$ cat config.mk
export PLATFORM = sky130hd
export DESIGN_NAME = tqvp_pwm_fade
export DESIGN_NICKNAME = d
export VERILOG_FILES = /design/src/rtl/pwm_fade_pkg.sv /design/src/rtl/pwm_fade_gen.sv /design/src/rtl/tqvp_pwm_fade.sv
export SDC_FILE = /design/constraint.sdc
export NUM_CORES = 1
export LEC_CHECK = 0
export CAP_MARGIN = 40
export CORE_UTILIZATION = 50
export DETAILED_ROUTE_END_ITERATION = 8
export HOLD_SLACK_MARGIN = 0.1
export PLACE_DENSITY = 0.71
export RECOVER_POWER = 25
export SKIP_CTS_REPAIR_TIMING = 1
export SLEW_MARGIN = 25
export SYNTH_ARGS = -nofsm -noshare
export SYNTH_HDL_FRONTEND = slang
export SYNTH_HIERARCHICAL = 1
export SYNTH_SLANG_ARGS = --single-unit
$ cat constraint.sdc
create_clock -name clk -period 4.1 [get_ports clk]
set_clock_uncertainty 0.15 [all_clocks]
set_input_delay 0.82 -clock clk [delete_from_list [all_inputs] [get_ports clk]]
set_output_delay 0.82 -clock clk [all_outputs]
set_load 0.02 [all_outputs]
$ cat src/rtl/pwm_fade_pkg.sv
// Shared types and constants for the PWM fade sequencer: FSM states, register map, CTRL bits.
package pwm_fade_pkg;

   localparam int unsigned DATA_W  = 8;
   localparam int unsigned PRESC_W = 16;
   localparam int unsigned ADDR_W  = 4;

   typedef enum logic [2:0] {
      ST_IDLE    = 3'd0,
      ST_UP      = 3'd1,
      ST_HOLD_HI = 3'd2,
      ST_DOWN    = 3'd3,
      ST_HOLD_LO = 3'd4
   } state_t;

   localparam logic [ADDR_W-1:0] ADDR_CTRL     = 4'h0;
   localparam logic [ADDR_W-1:0] ADDR_DUTY_MIN = 4'h1;
   localparam logic [ADDR_W-1:0] ADDR_DUTY_MAX = 4'h2;
   localparam logic [ADDR_W-1:0] ADDR_STEP     = 4'h3;
   localparam logic [ADDR_W-1:0] ADDR_PRESC_LO = 4'h4;
   localparam logic [ADDR_W-1:0] ADDR_PRESC_HI = 4'h5;
   localparam logic [ADDR_W-1:0] ADDR_HOLD     = 4'h6;
   localparam logic [ADDR_W-1:0] ADDR_DUTY     = 4'h7;
   localparam logic [ADDR_W-1:0] ADDR_STATE    = 4'h8;

   localparam int unsigned CTRL_ENABLE = 0;
   localparam int unsigned CTRL_LOOP   = 1;
   localparam int unsigned CTRL_START  = 2;
   localparam int unsigned CTRL_INVERT = 3;

   // Sequencer configuration as written by the CPU
   typedef struct packed {
      logic [DATA_W-1:0]  duty_min;
      logic [DATA_W-1:0]  duty_max;
      logic [DATA_W-1:0]  step;
      logic [PRESC_W-1:0] presc;
      logic [DATA_W-1:0]  hold;
   } cfg_t;

endpackage

$ cat src/rtl/pwm_fade_gen.sv
// Free-running 8-bit PWM generator: period counter, wrap flag and duty comparator.
module pwm_fade_gen
   import pwm_fade_pkg::*;
(
   input  logic              clk,
   input  logic              rst_n,
   input  logic [DATA_W-1:0] duty,
   input  logic              invert,
   output logic              wrap_c,
   output logic              pwm_c
);

   logic [DATA_W-1:0] cnt;
   logic              raw;

   always_ff @(posedge clk or negedge rst_n) begin
      if (!rst_n) cnt <= '0;
      else        cnt <= cnt + DATA_W'(1);
   end

   assign wrap_c = (cnt == '1);

   // 0 and 255 are pinned so the extremes give a solid low / solid high output
   always_comb begin
      raw = 1'b0;
      if (duty == '0)      raw = 1'b0;
      else if (duty == '1) raw = 1'b1;
      else                 raw = (cnt < duty);
   end

   assign pwm_c = raw ^ invert;

endmodule

$ cat src/rtl/tqvp_pwm_fade.sv
// TinyQV peripheral: register file, start synchronizer, prescaler and fade sequencer FSM.
module tqvp_pwm_fade
   import pwm_fade_pkg::*;
(
   input  logic              clk,
   input  logic              rst_n,
   input  logic [7:0]        ui_in,
   output logic [7:0]        uo_out,
   input  logic [ADDR_W-1:0] address,
   input  logic              data_write,
   input  logic [DATA_W-1:0] data_in,
   output logic [DATA_W-1:0] data_out
);

   cfg_t               cfg;
   logic               enable;
   logic               loop_en;
   logic               invert;
   state_t             state;
   logic [DATA_W-1:0]  duty;
   logic [DATA_W-1:0]  hcnt;
   logic [PRESC_W-1:0] pcnt;
   logic               done;
   logic [2:0]         sync;

   logic               wrap_c;
   logic               pwm_c;
   logic               tick_c;
   logic               ctrl_wr_c;
   logic               en_next_c;
   logic               start_c;
   logic [DATA_W-1:0]  step_c;
   logic [DATA_W:0]    up_sum_c;
   logic [DATA_W:0]    dn_floor_c;
   logic               unused_ui;

   assign unused_ui = ^ui_in[7:1];

   pwm_fade_gen u_gen (
      .clk    (clk),
      .rst_n  (rst_n),
      .duty   (duty),
      .invert (invert),
      .wrap_c (wrap_c),
      .pwm_c  (pwm_c)
   );

   // A CTRL write decides enable in the same cycle, so a start in a disabling write is dropped
   assign ctrl_wr_c  = data_write && (address == ADDR_CTRL);
   assign en_next_c  = ctrl_wr_c ? data_in[CTRL_ENABLE] : enable;
   assign start_c    = (ctrl_wr_c && data_in[CTRL_START]) || (sync[1] && !sync[2]);
   assign tick_c     = wrap_c && (pcnt == cfg.presc);
   assign step_c     = (cfg.step == '0) ? DATA_W'(1) : cfg.step;
   assign up_sum_c   = {1'b0, duty} + {1'b0, step_c};
   assign dn_floor_c = {1'b0, cfg.duty_min} + {1'b0, step_c};

   always_ff @(posedge clk or negedge rst_n) begin
      if (!rst_n) sync <= '0;
      else        sync <= {sync[1:0], ui_in[0]};
   end

   always_ff @(posedge clk or negedge rst_n) begin
      if (!rst_n) begin
         enable  <= 1'b0;
         loop_en <= 1'b0;
         invert  <= 1'b0;
         cfg     <= '0;
      end else if (data_write) begin
         case (address)
            ADDR_CTRL: begin
               enable  <= data_in[CTRL_ENABLE];
               loop_en <= data_in[CTRL_LOOP];
               invert  <= data_in[CTRL_INVERT];
            end
            ADDR_DUTY_MIN: cfg.duty_min     <= data_in;
            ADDR_DUTY_MAX: cfg.duty_max     <= data_in;
            ADDR_STEP:     cfg.step         <= data_in;
            ADDR_PRESC_LO: cfg.presc[7:0]   <= data_in;
            ADDR_PRESC_HI: cfg.presc[15:8]  <= data_in;
            ADDR_HOLD:     cfg.hold         <= data_in;
            default: ;
         endcase
      end
   end

   // Sequencer: duty only moves on ticks, which coincide with the period wrap
   always_ff @(posedge clk or negedge rst_n) begin
      if (!rst_n) begin
         state <= ST_IDLE;
         duty  <= '0;
         hcnt  <= '0;
         pcnt  <= '0;
         done  <= 1'b0;
      end else if (!en_next_c) begin
         state <= ST_IDLE;
         duty  <= '0;
         pcnt  <= '0;
         done  <= 1'b0;
      end else if (start_c) begin
         state <= ST_UP;
         duty  <= cfg.duty_min;
         pcnt  <= '0;
         done  <= 1'b0;
      end else begin
         if (wrap_c) pcnt <= (pcnt == cfg.presc) ? '0 : pcnt + PRESC_W'(1);
         if (tick_c) begin
            case (state)
               ST_UP: begin
                  if (up_sum_c >= {1'b0, cfg.duty_max}) begin
                     duty  <= cfg.duty_max;
                     hcnt  <= cfg.hold;
                     state <= ST_HOLD_HI;
                  end else begin
                     duty <= up_sum_c[DATA_W-1:0];
                  end
               end
               ST_HOLD_HI: begin
                  if (hcnt == '0) state <= ST_DOWN;
                  else            hcnt  <= hcnt - DATA_W'(1);
               end
               ST_DOWN: begin
                  if ({1'b0, duty} < dn_floor_c) begin
                     duty  <= cfg.duty_min;
                     hcnt  <= cfg.hold;
                     state <= ST_HOLD_LO;
                  end else begin
                     duty <= duty - step_c;
                  end
               end
               ST_HOLD_LO: begin
                  if (hcnt == '0) begin
                     if (loop_en) begin
                        state <= ST_UP;
                     end else begin
                        state <= ST_IDLE;
                        done  <= 1'b1;
                     end
                  end else begin
                     hcnt <= hcnt - DATA_W'(1);
                  end
               end
               ST_IDLE: ;
               default: state <= ST_IDLE;
            endcase
         end
      end
   end

   assign uo_out = {4'b0000, done, (state != ST_IDLE), tick_c, pwm_c};

   always_comb begin
      data_out = '0;
      case (address)
         ADDR_CTRL:     data_out = {4'b0000, invert, 1'b0, loop_en, enable};
         ADDR_DUTY_MIN: data_out = cfg.duty_min;
         ADDR_DUTY_MAX: data_out = cfg.duty_max;
         ADDR_STEP:     data_out = cfg.step;
         ADDR_PRESC_LO: data_out = cfg.presc[7:0];
         ADDR_PRESC_HI: data_out = cfg.presc[15:8];
         ADDR_HOLD:     data_out = cfg.hold;
         ADDR_DUTY:     data_out = duty;
         ADDR_STATE:    data_out = {5'b00000, state};
         default:       data_out = '0;
      endcase
   end

endmodule

## After elaboration in Yosys (flattened, before gate mapping)

Index checks and enable logic that the tools add are counted.

| cells by class | value |
|---|---|
| add/subtract/negate cells | 6 |
| order comparisons | 3 |
| equal/unequal tests | 29 |
| mux-type cells | 34 |
| bitwise gates (word level) | 2 |
| reduce and logical (&&, ||, !) cells | 25 |

Operator list:

| operator | count |
|---|---|
| two-way mux 8 bit | 9 |
| one-hot mux 8 bit (9 select lines) | 1 |
| two-way mux 16 bit | 4 |
| logical NOT 8 bit | 3 |
| one-hot mux 8 bit (3 select lines) | 1 |
| two-way mux 3 bit | 7 |
| adder 8 x 8 -> 9 bit | 2 |
| adder 16 x 1 -> 16 bit (second input constant) | 1 |
| equality test 16 bit | 1 |
| equality test 4 x 3 -> 1 bit (second input constant) | 4 |
| equality test 8 bit (second input constant) | 2 |
| != test 4 bit (second input constant) | 4 |
| one-hot mux 8 bit (2 select lines) | 1 |
| AND reduction 2 bit | 8 |
| one-hot mux 3 bit (5 select lines) | 1 |
| two-way mux 1 bit | 10 |
| >= comparator 9 x 8 -> 1 bit | 1 |
| less-than comparator 8 x 9 -> 1 bit | 1 |
| != test 3 x 2 -> 1 bit (second input constant) | 3 |
| adder 8 x 1 -> 8 bit (second input constant) | 1 |
| equality test 4 x 2 -> 1 bit (second input constant) | 2 |
| less-than comparator 8 bit | 1 |
| subtractor 8 x 1 -> 8 bit (second input constant) | 1 |
| subtractor 8 bit | 1 |
| 21 further kinds | 29 |

| word-level totals | value |
|---|---|
| register bits after elaboration | 98 |
| bits of input ports | 23 |
| output and inout bits | 16 |
| word-level logic and storage cells | 115 |

## Logic depth before layout (Yosys ltp)

Gate-level depths: netlist of the first run.

| logic depth | value |
|---|---|
| word-level depth | 9 |
| mapped depth | 19 |
| depth with buffers taken out | 18 |

## Cells and area by module

Netlist of the first run, hierarchy kept.

By module, submodules not included:

| module | instances | cells an instance | area each (µm²) | sequential area each (µm²) |
|---|---|---|---|---|
| tqvp_pwm_fade | 1 | 674 | 6444.9 | 2252.2 |
| pwm_fade_gen | 1 | 57 | 530.5 | 200.2 |

## Least setup slack after synthesis of the first run

No wires, ideal clock.

| timing path | value |
|---|---|
| kind | register to register |
| start | register cfg[30] (netlist bit) |
| end | register hcnt[2] |
| setup time | 0.082 ns |
| data arrival time | 3.908 ns |
| required time | 3.868 ns |
| setup slack | -0.040 ns |
| stages on the path, launching flop included | 20 |
| buffers on the path | 1 |
| clock period less this slack | 4.140 ns |
| cells stage by stage | dfrtp_1 -> nor4_1 -> a41o_1 -> ha_1 -> inv_1 -> fa_1 -> nor2b_1 -> o31a_1 -> o21ai_0 -> nand2b_1 -> xnor2_1 -> ha_1 -> and3_4 -> and3_4 -> a221oi_2 -> a211oi_4 -> a2111oi_4 -> buf_6 -> o21ai_1 -> a22oi_2 |

| on the way | value |
|---|---|
| longest elaborated chain between the ends | 6 |
| elaborated cells between the ends (all ways) | 9 |
| those cells by class | add/sub (2); order compare (2); eq/ne (2); mux (1); reduce/logical (2) |

RTL lines:

| item | RTL line | text |
|---|---|---|
| start, declared | tqvp_pwm_fade.sv:15 | `cfg_t cfg;` |
| logical NOT 8 bit | tqvp_pwm_fade.sv:53 | `assign step_c = (cfg.step == '0) ? DATA_W'(1) : cfg.step;` |
| two-way mux 8 bit (*) | tqvp_pwm_fade.sv:53 |  |
| adder 8 x 8 -> 9 bit (on tied branches) | tqvp_pwm_fade.sv:55, tqvp_pwm_fade.sv:54 |  |
| less-than comparator 8 x 9 -> 1 bit / >= comparator 9 x 8 -> 1 bit (equally long branches) | tqvp_pwm_fade.sv:122, tqvp_pwm_fade.sv:109 |  |
| != test 2 bit (no source line) | n/a |  |
| AND reduction 7 bit (no source line) (*) | n/a |  |
| end signal, assigned | tqvp_pwm_fade.sv:119 | `else hcnt <= hcnt - DATA_W'(1);` |
| end signal, assigned | tqvp_pwm_fade.sv:124 | `hcnt <= cfg.hold;` |
| end signal, assigned | tqvp_pwm_fade.sv:139 | `hcnt <= hcnt - DATA_W'(1);` |
| end, declared | tqvp_pwm_fade.sv:21 | `logic [DATA_W-1:0] hcnt;` |

Every way passes the cells marked *; elsewhere a longest branch is shown, timed or not.
A chain may end at the register's enable or synchronous reset.

## Worst setup path in the final report of the first run

| timing path | value |
|---|---|
| start | register cfg[29] (netlist bit) |
| end | register hcnt[6] |

Same word-level chain as after synthesis.

==> results of run 1 <==
layout make-up:
class	count	area (µm²)	area share (%)
flip-flops and latches	98	2452	29.42
clock inverters	4	51.30	0.6154
repair buffers	98	843.3	10.12
inverters	41	153.9	1.846
clock buffers	11	252.7	3.032
well taps	176	220.2	2.642
multi-input cells	562	4362	52.33
state kept, by name, summed over array words and instances (netlist names), 3 cells and up:
name and flops:
pcnt 16, sync 3, duty 8, u_gen/cnt 8, cfg 48, state 3
hcnt 8
worst min path at each step:
stage	slack, ps	from	to	depth (start not counted)
floorplan	180	sync[0]	sync[1]	0
global placement	200	sync[0]	sync[1]	0
detailed placement	200	sync[0]	sync[1]	0
CTS	230	sync[0]	sync[1]	0
global route	230	sync[0]	sync[1]	0
finish	220	sync[0]	sync[1]	0
worst max-delay path, cell delays in order (launching register included):
cell and delay (ps):
dfrtp_1 390, nor4_2 290, a41o_1 230, buf_4 120, buf_4 100, ha_2 180, fa_2 200, nor2b_4 180
o221ai_4 130, a21oi_1 140, nor2_1 80, xnor2_2 140, ha_1 310, nand3_1 100, or2_4 280, o21ai_4 190
nor3_2 90, a2111oi_4 420, buf_4 220, o311a_1 180, o21ai_1 70
synth_stat cells, types with 11 or more instances:
cell type,count
a21o_1,11
a21oi_1,32
clkbuf_1,16
dfrtp_1,98
ha_1,50
inv_1,41
mux2_2,55
nand2_1,53
nand2b_1,14
nand3_1,20
nand4_1,13
nor2_1,61
nor2b_1,13
nor3_1,13
o21ai_0,26
o21ai_1,16
xnor2_1,37
xor2_1,13
per-layer routing:
layer	routed length [µm]	GRT usage [%]	up-vias
met5	0	0	-
met2	9683	46.44	240
li1	-	-	2790
met1	8744	39.41	3023
met3	1316	4.800	41
met4	643	11.41	0
power breakdown:
| part | switching, mW | internal [mW] | total, mW |
|---|---|---|---|
| registers | 0.233 | 1.12 | 1.35 |
| clock network | 0.376 | 0.503 | 0.879 |
| logic | 1.37 | 1.16 | 2.53 |
| total | 1.98 | 2.78 | 4.76 |
stage by stage:
step / util, % / TNS (ps) / hold slack, ps / power [mW]
2_1_floorplan: - / 0 / 181.2 / 2.831
3_3_place_gp: 58.13 / -2610 / 195.2 / 3.548
3_5_place_dp: 58.34 / -3382 / 204.9 / 3.640
4_1_cts: 60.61 / -4367 / 228.6 / 4.523
5_1_grt: 62.20 / -5645 / 233.3 / 5.035
6_report: 62.20 / -1898 / 219.1 / 4.757
logic make-up (layout without fill, tap and decap cells):
| kind of cell | after synthesis | in the layout | synth area share, % |
|---|---|---|---|
| AOI/OAI and AO/OA | 160 | 160 | 16.39 |
| xor gates and xnor gates | 50 | 50 | 6.278 |
| adders and majority gates | 53 | 53 | 9.830 |
| buffers and inverters | 74 | 154 | 4.718 |
| DFF | 98 | 98 | 35.16 |
| muxes | 66 | 66 | 10.64 |
| other | 1 | 4 | 0.05376 |
| and+or+nand+nor | 229 | 229 | 16.93 |
==> impl_metrics.tcl, run 1 <==
set metrics [dict create \
    slew_violations 30 \
    cts_sinks 98 \
    fin_crit_ps 4304 \
    ys_seq_elements 98 \
    cts_buffer_depth 2 \
    finalSetupViolations 17 \
    nNetsFinal 886 \
    p_leak_nw 3.648 \
    dp_cells 967 \
    routed_wl_um 20390 \
    die_h_um 120.1 \
    die_x_um 120.1 \
    stdcell_area_um2 8335 \
    dr.pass1.iters 5 \
    timing.reg2reg.setup_slack_ps -200 \
    startpoint "cfg[29]" \
    antenna_cells 0 \
    grt_pass1_vias 6012 \
    p_per_area_nw_per_um2 570.7 \
    ff2ff_path_depth 20 \
    vias 6094 \
    grt_pass1_wl_um 31860 \
    final_common_cell "dfrtp_1" \
    outcome "finished, violations left" \
    dieArea_um2 14430 \
    numPortBuffers 27 \
    clk_pin_slew_worst_paths_ps 70 \
    hold_violations 0 \
    fillers 1120 \
    viasPerCell 6.156 \
    cts_tree "done" \
    crit_end "hcnt[6]" \
    placed_area_um2 7818 \
    layout_common_cells "dfrtp_1, buf_4, nor2_1" \
    r2r_start "cfg[29]" \
    antenna_left 0 \
    critPathMaxFanout 6 \
    cp-start-kind "register" \
    core_area_um2 13400 \
    fin_cells 990 \
    hp-class "reg2reg" \
    drive_gt1_share_pct 23.71 \
    final.period_utilization_pct 105.0 \
    ys_warn_count 6 \
    yosysTopAreaCellShare_pct 35.16 \
    pre_cts_ws_ps -239.4 \
    drtIter0Drc 547 \
    grt_max_degree 51 \
    cts-htree-levels 3 \
    area_delta_synth_final_pct 19.50 \
    initial_core_util_pct 52.05 \
    fmax_mhz 232.3 \
    antenna_found_initial 0 \
    worst_slack_ps -203.9 \
    dp_hpwl_um 15420 \
    post_drt_wl_per_cell_um 20.59 \
    pin_count 39 \
    grt_setup_unrepaired "yes" \
    max_slew.worst_pin.slew_ps 1656 \
    worstSetupEndpointType "register" \
    gp_congestion 0.9573 \
    fp-row-count 42 \
    async_flop_share_pct 100.0 \
    drc 0 \
    cts_made_buffers 9 \
    root_buffer "clkbuf_16" \
    cp.required_ps 4190 \
    ir_drop_uv 323.7 \
    synth_top_area_cell "dfrtp_1" \
    cap_violations 1 \
    r2r-end "hcnt[6]" \
    syn_inst 731 \
    grt_overflow 0 \
    synth_edf_count 0 \
    yosys-top-cells-area "dfrtp_1, ha_1, mux2_2" \
    worstSetupPathType "reg2reg" \
    synth_area_um2 6975 \
    maxSlewHeadroom_pct -10.41 \
    grt.total_usage_pct 29.13 \
    violations "capacitance limit, slew limit, setup timing" \
    synth_ff_type "dfrtp_1" \
    cp.arrival_ps 4390 \
    synth_cell_type_count 80 \
    yosysSeqAreaShare_pct 35.16 \
    clock_latency_ps 350 \
    syn_avg_cell_area_um2 9.542 \
]
No activity file was read; power rests on OpenSTA's default activity.
==> run 2: changes to the inputs <==
--- a/config.mk
+++ b/config.mk
@@ -9,7 +9,7 @@
 export CORE_UTILIZATION = 50
 export DETAILED_ROUTE_END_ITERATION = 8
 export HOLD_SLACK_MARGIN = 0.1
-export PLACE_DENSITY = 0.71
+export PLACE_DENSITY_LB_ADDON = 0.25
 export RECOVER_POWER = 25
 export SKIP_CTS_REPAIR_TIMING = 1
 export SLEW_MARGIN = 25
==> constraint.sdc (replaced) <==
create_clock -name clk -period 4.3 [get_ports clk]
set_clock_uncertainty 0.15 [all_clocks]
set_input_delay 0.86 -clock clk [delete_from_list [all_inputs] [get_ports clk]]
set_output_delay 0.86 -clock clk [all_outputs]
set_load 0.02 [all_outputs]
==> run 2 against run 1 <==
Net effect: the flow finishes with violations (capacitance limit, slew limit); first-iteration DRC count fell by 6.9%; clock power up 4.6%; hold slack lost 6.6 ps; non-clock buffer count is 22 lower; final cell count shrank 2.1%; routed wire length fell by 1.5%; sequential power fell by 4%; utilization is 1.4 points lower; clock-buffer cell count decreased by 1; highest routed layer unchanged; combinational power fell by 9.9%; total power decreased by 5.6%; sequential cell count unchanged.
==> impl_metrics.tcl, run 2 (synthesis gave the netlist of run 1 again) <==
set metrics [dict create \
    outcome "finished, violations left" \
    violations "capacitance limit, slew limit" \
    grt_overflow 0 \
    post_drt_wl_per_cell_um 20.72 \
    largest-register "cfg" \
    drive_gt1_share_pct 20.55 \
    p_int_mw 2.619 \
    worstPathCellList "nor4_4 -> a41o_1 -> buf_4 -> ha_1 -> fa_2 -> nor2b_4 -> o221ai_2 -> a21oi_1 -> nor2_1 -> xnor2_1 -> ha_1 -> nand3_1 -> or2_1 -> o21ai_2 -> nor3_1 -> a2111oi_4 -> buf_6 -> buf_6 -> nor2_4 -> o21ai_2" \
    viasPerCell 6.108 \
    p_sw_mw 1.872 \
    area_delta_synth_final_pct 16.79 \
    initial_core_util_pct 52.05 \
    crit_buf_inv 3 \
    pin_count 39 \
    antenna_found_initial 0 \
    gp_congestion 1.006 \
    grt_max_degree 48 \
    worstSetupPathType "reg2reg" \
    core_area_um2 13400 \
    startpoint "cfg[31]" \
    max_slew.worst_pin.slew_ps 1863 \
    dp_hpwl_um 15060 \
    fp-row-count 42 \
    ir_drop_uv 278.3 \
    hp-class "reg2reg" \
    cts_made_buffers 9 \
    nNetsFinal 864 \
    critPathMaxFanout 7 \
    finalSetupViolations 0 \
    routed_wl_um 20080 \
    cts_buffer_depth 2 \
    critPathSlowestCell "a2111oi_4" \
    setup-tns-final_ps 0 \
    vias 5919 \
    antenna_cells 0 \
    swShare_pct 41.68 \
    drtIter0Drc 509 \
    max_stage_delay_ps 450 \
    largestRegisters "cfg: 48 flops, pcnt: 16 flops" \
    clock_latency_ps 350 \
    die_h_um 120.1 \
    grt_pass1_wl_um 31680 \
    cts_tree "done" \
    seq_power_share_pct 28.8 \
    fmax_mhz 233.7 \
    cap_violations 1 \
    dr.pass1.iters 5 \
    cts-htree-levels 3 \
    numPortBuffers 27 \
    cpLargestDelayFamily "compound AO/OA/AOI/OAI gates" \
    slew_violations 30 \
    grt.total_usage_pct 29.01 \
    root_buffer "clkbuf_16" \
    final.period_utilization_pct 99.49 \
    largest_reg_flops 48 \
    min-delay-start "sync[0]" \
    dieArea_um2 14430 \
    clock_power_share_pct 20.5 \
    cp.required_ps 4430 \
    worstSetupEndpointType "register" \
    grt_pass1_vias 5868 \
    final_common_cell "dfrtp_1" \
    maxSlewHeadroom_pct -24.17 \
    clk_pin_slew_worst_paths_ps 70 \
    p_per_area_nw_per_um2 551.3 \
    r2r_start "cfg[31]" \
    antenna_left 0 \
    drc 0 \
    combPwrFrac_pct 50.8 \
    layout_common_cells "dfrtp_1, nor2_1, mux2_2" \
    cp.arrival_ps 4410 \
    fin_crit_ps 4278 \
    p_leak_nw 3.507 \
    hold_violations 0 \
    hold_ws_ps 212.5 \
    cts_sinks 98 \
    cp-start-kind "register" \
    die_x_um 120.1 \
    grt_setup_unrepaired "yes" \
]
## run 2: per-stage QoR
stage          setup WS, ps  instance area, µm²  total power, mW  util, %  cells
2_1_floorplan         159.6                6987            2.699        -    734
5_1_grt              -171.7                8147            4.773    60.79    969
6_report              21.72                8147            4.491    60.79    969
3_3_place_gp         -85.49                7635            3.340    56.97    947
3_5_place_dp         -159.4                7642            3.408    57.03    948
4_1_cts              -247.1                7978            4.339    59.53    964
## run 2: path summary, 6_finish.rpt
path	cells past startpoint	to	slack, ps
min in group asynchronous	1	duty[6]	620
min reg2reg	0	sync[1]	210
max reg2reg	20	hcnt[5]	20
max in group asynchronous	2	cfg[25]	1010
min	0	sync[1]	210
max	20	hcnt[5]	20
## run 2: power by group through the flow
stage               clock, mW  sequential (mW)  combinational, mW
finish                  0.919             1.29               2.28
global route            0.968             1.31               2.50
CTS                     0.931             1.28               2.13
detailed placement          0             1.29               2.12
global placement            0             1.29               2.05
floorplan                   0             1.22               1.48
## run 2: cell type report
type                       instances  area (µm²)
tap                              176       220.2
fill                            1168        5254
clock buffer                      10       239.0
sequential                        98        2452
multi-input combinational        562        4327
timing repair buffer              76       658.1
inverter                          41       153.9
clock inverter                     6       96.34
## run 2: per-layer routing
metal	GRT usage (%)	wire length, µm
met5	0	0
met4	9.922	691
met1	40.24	8884
met2	45.04	9117
met3	5.703	1387
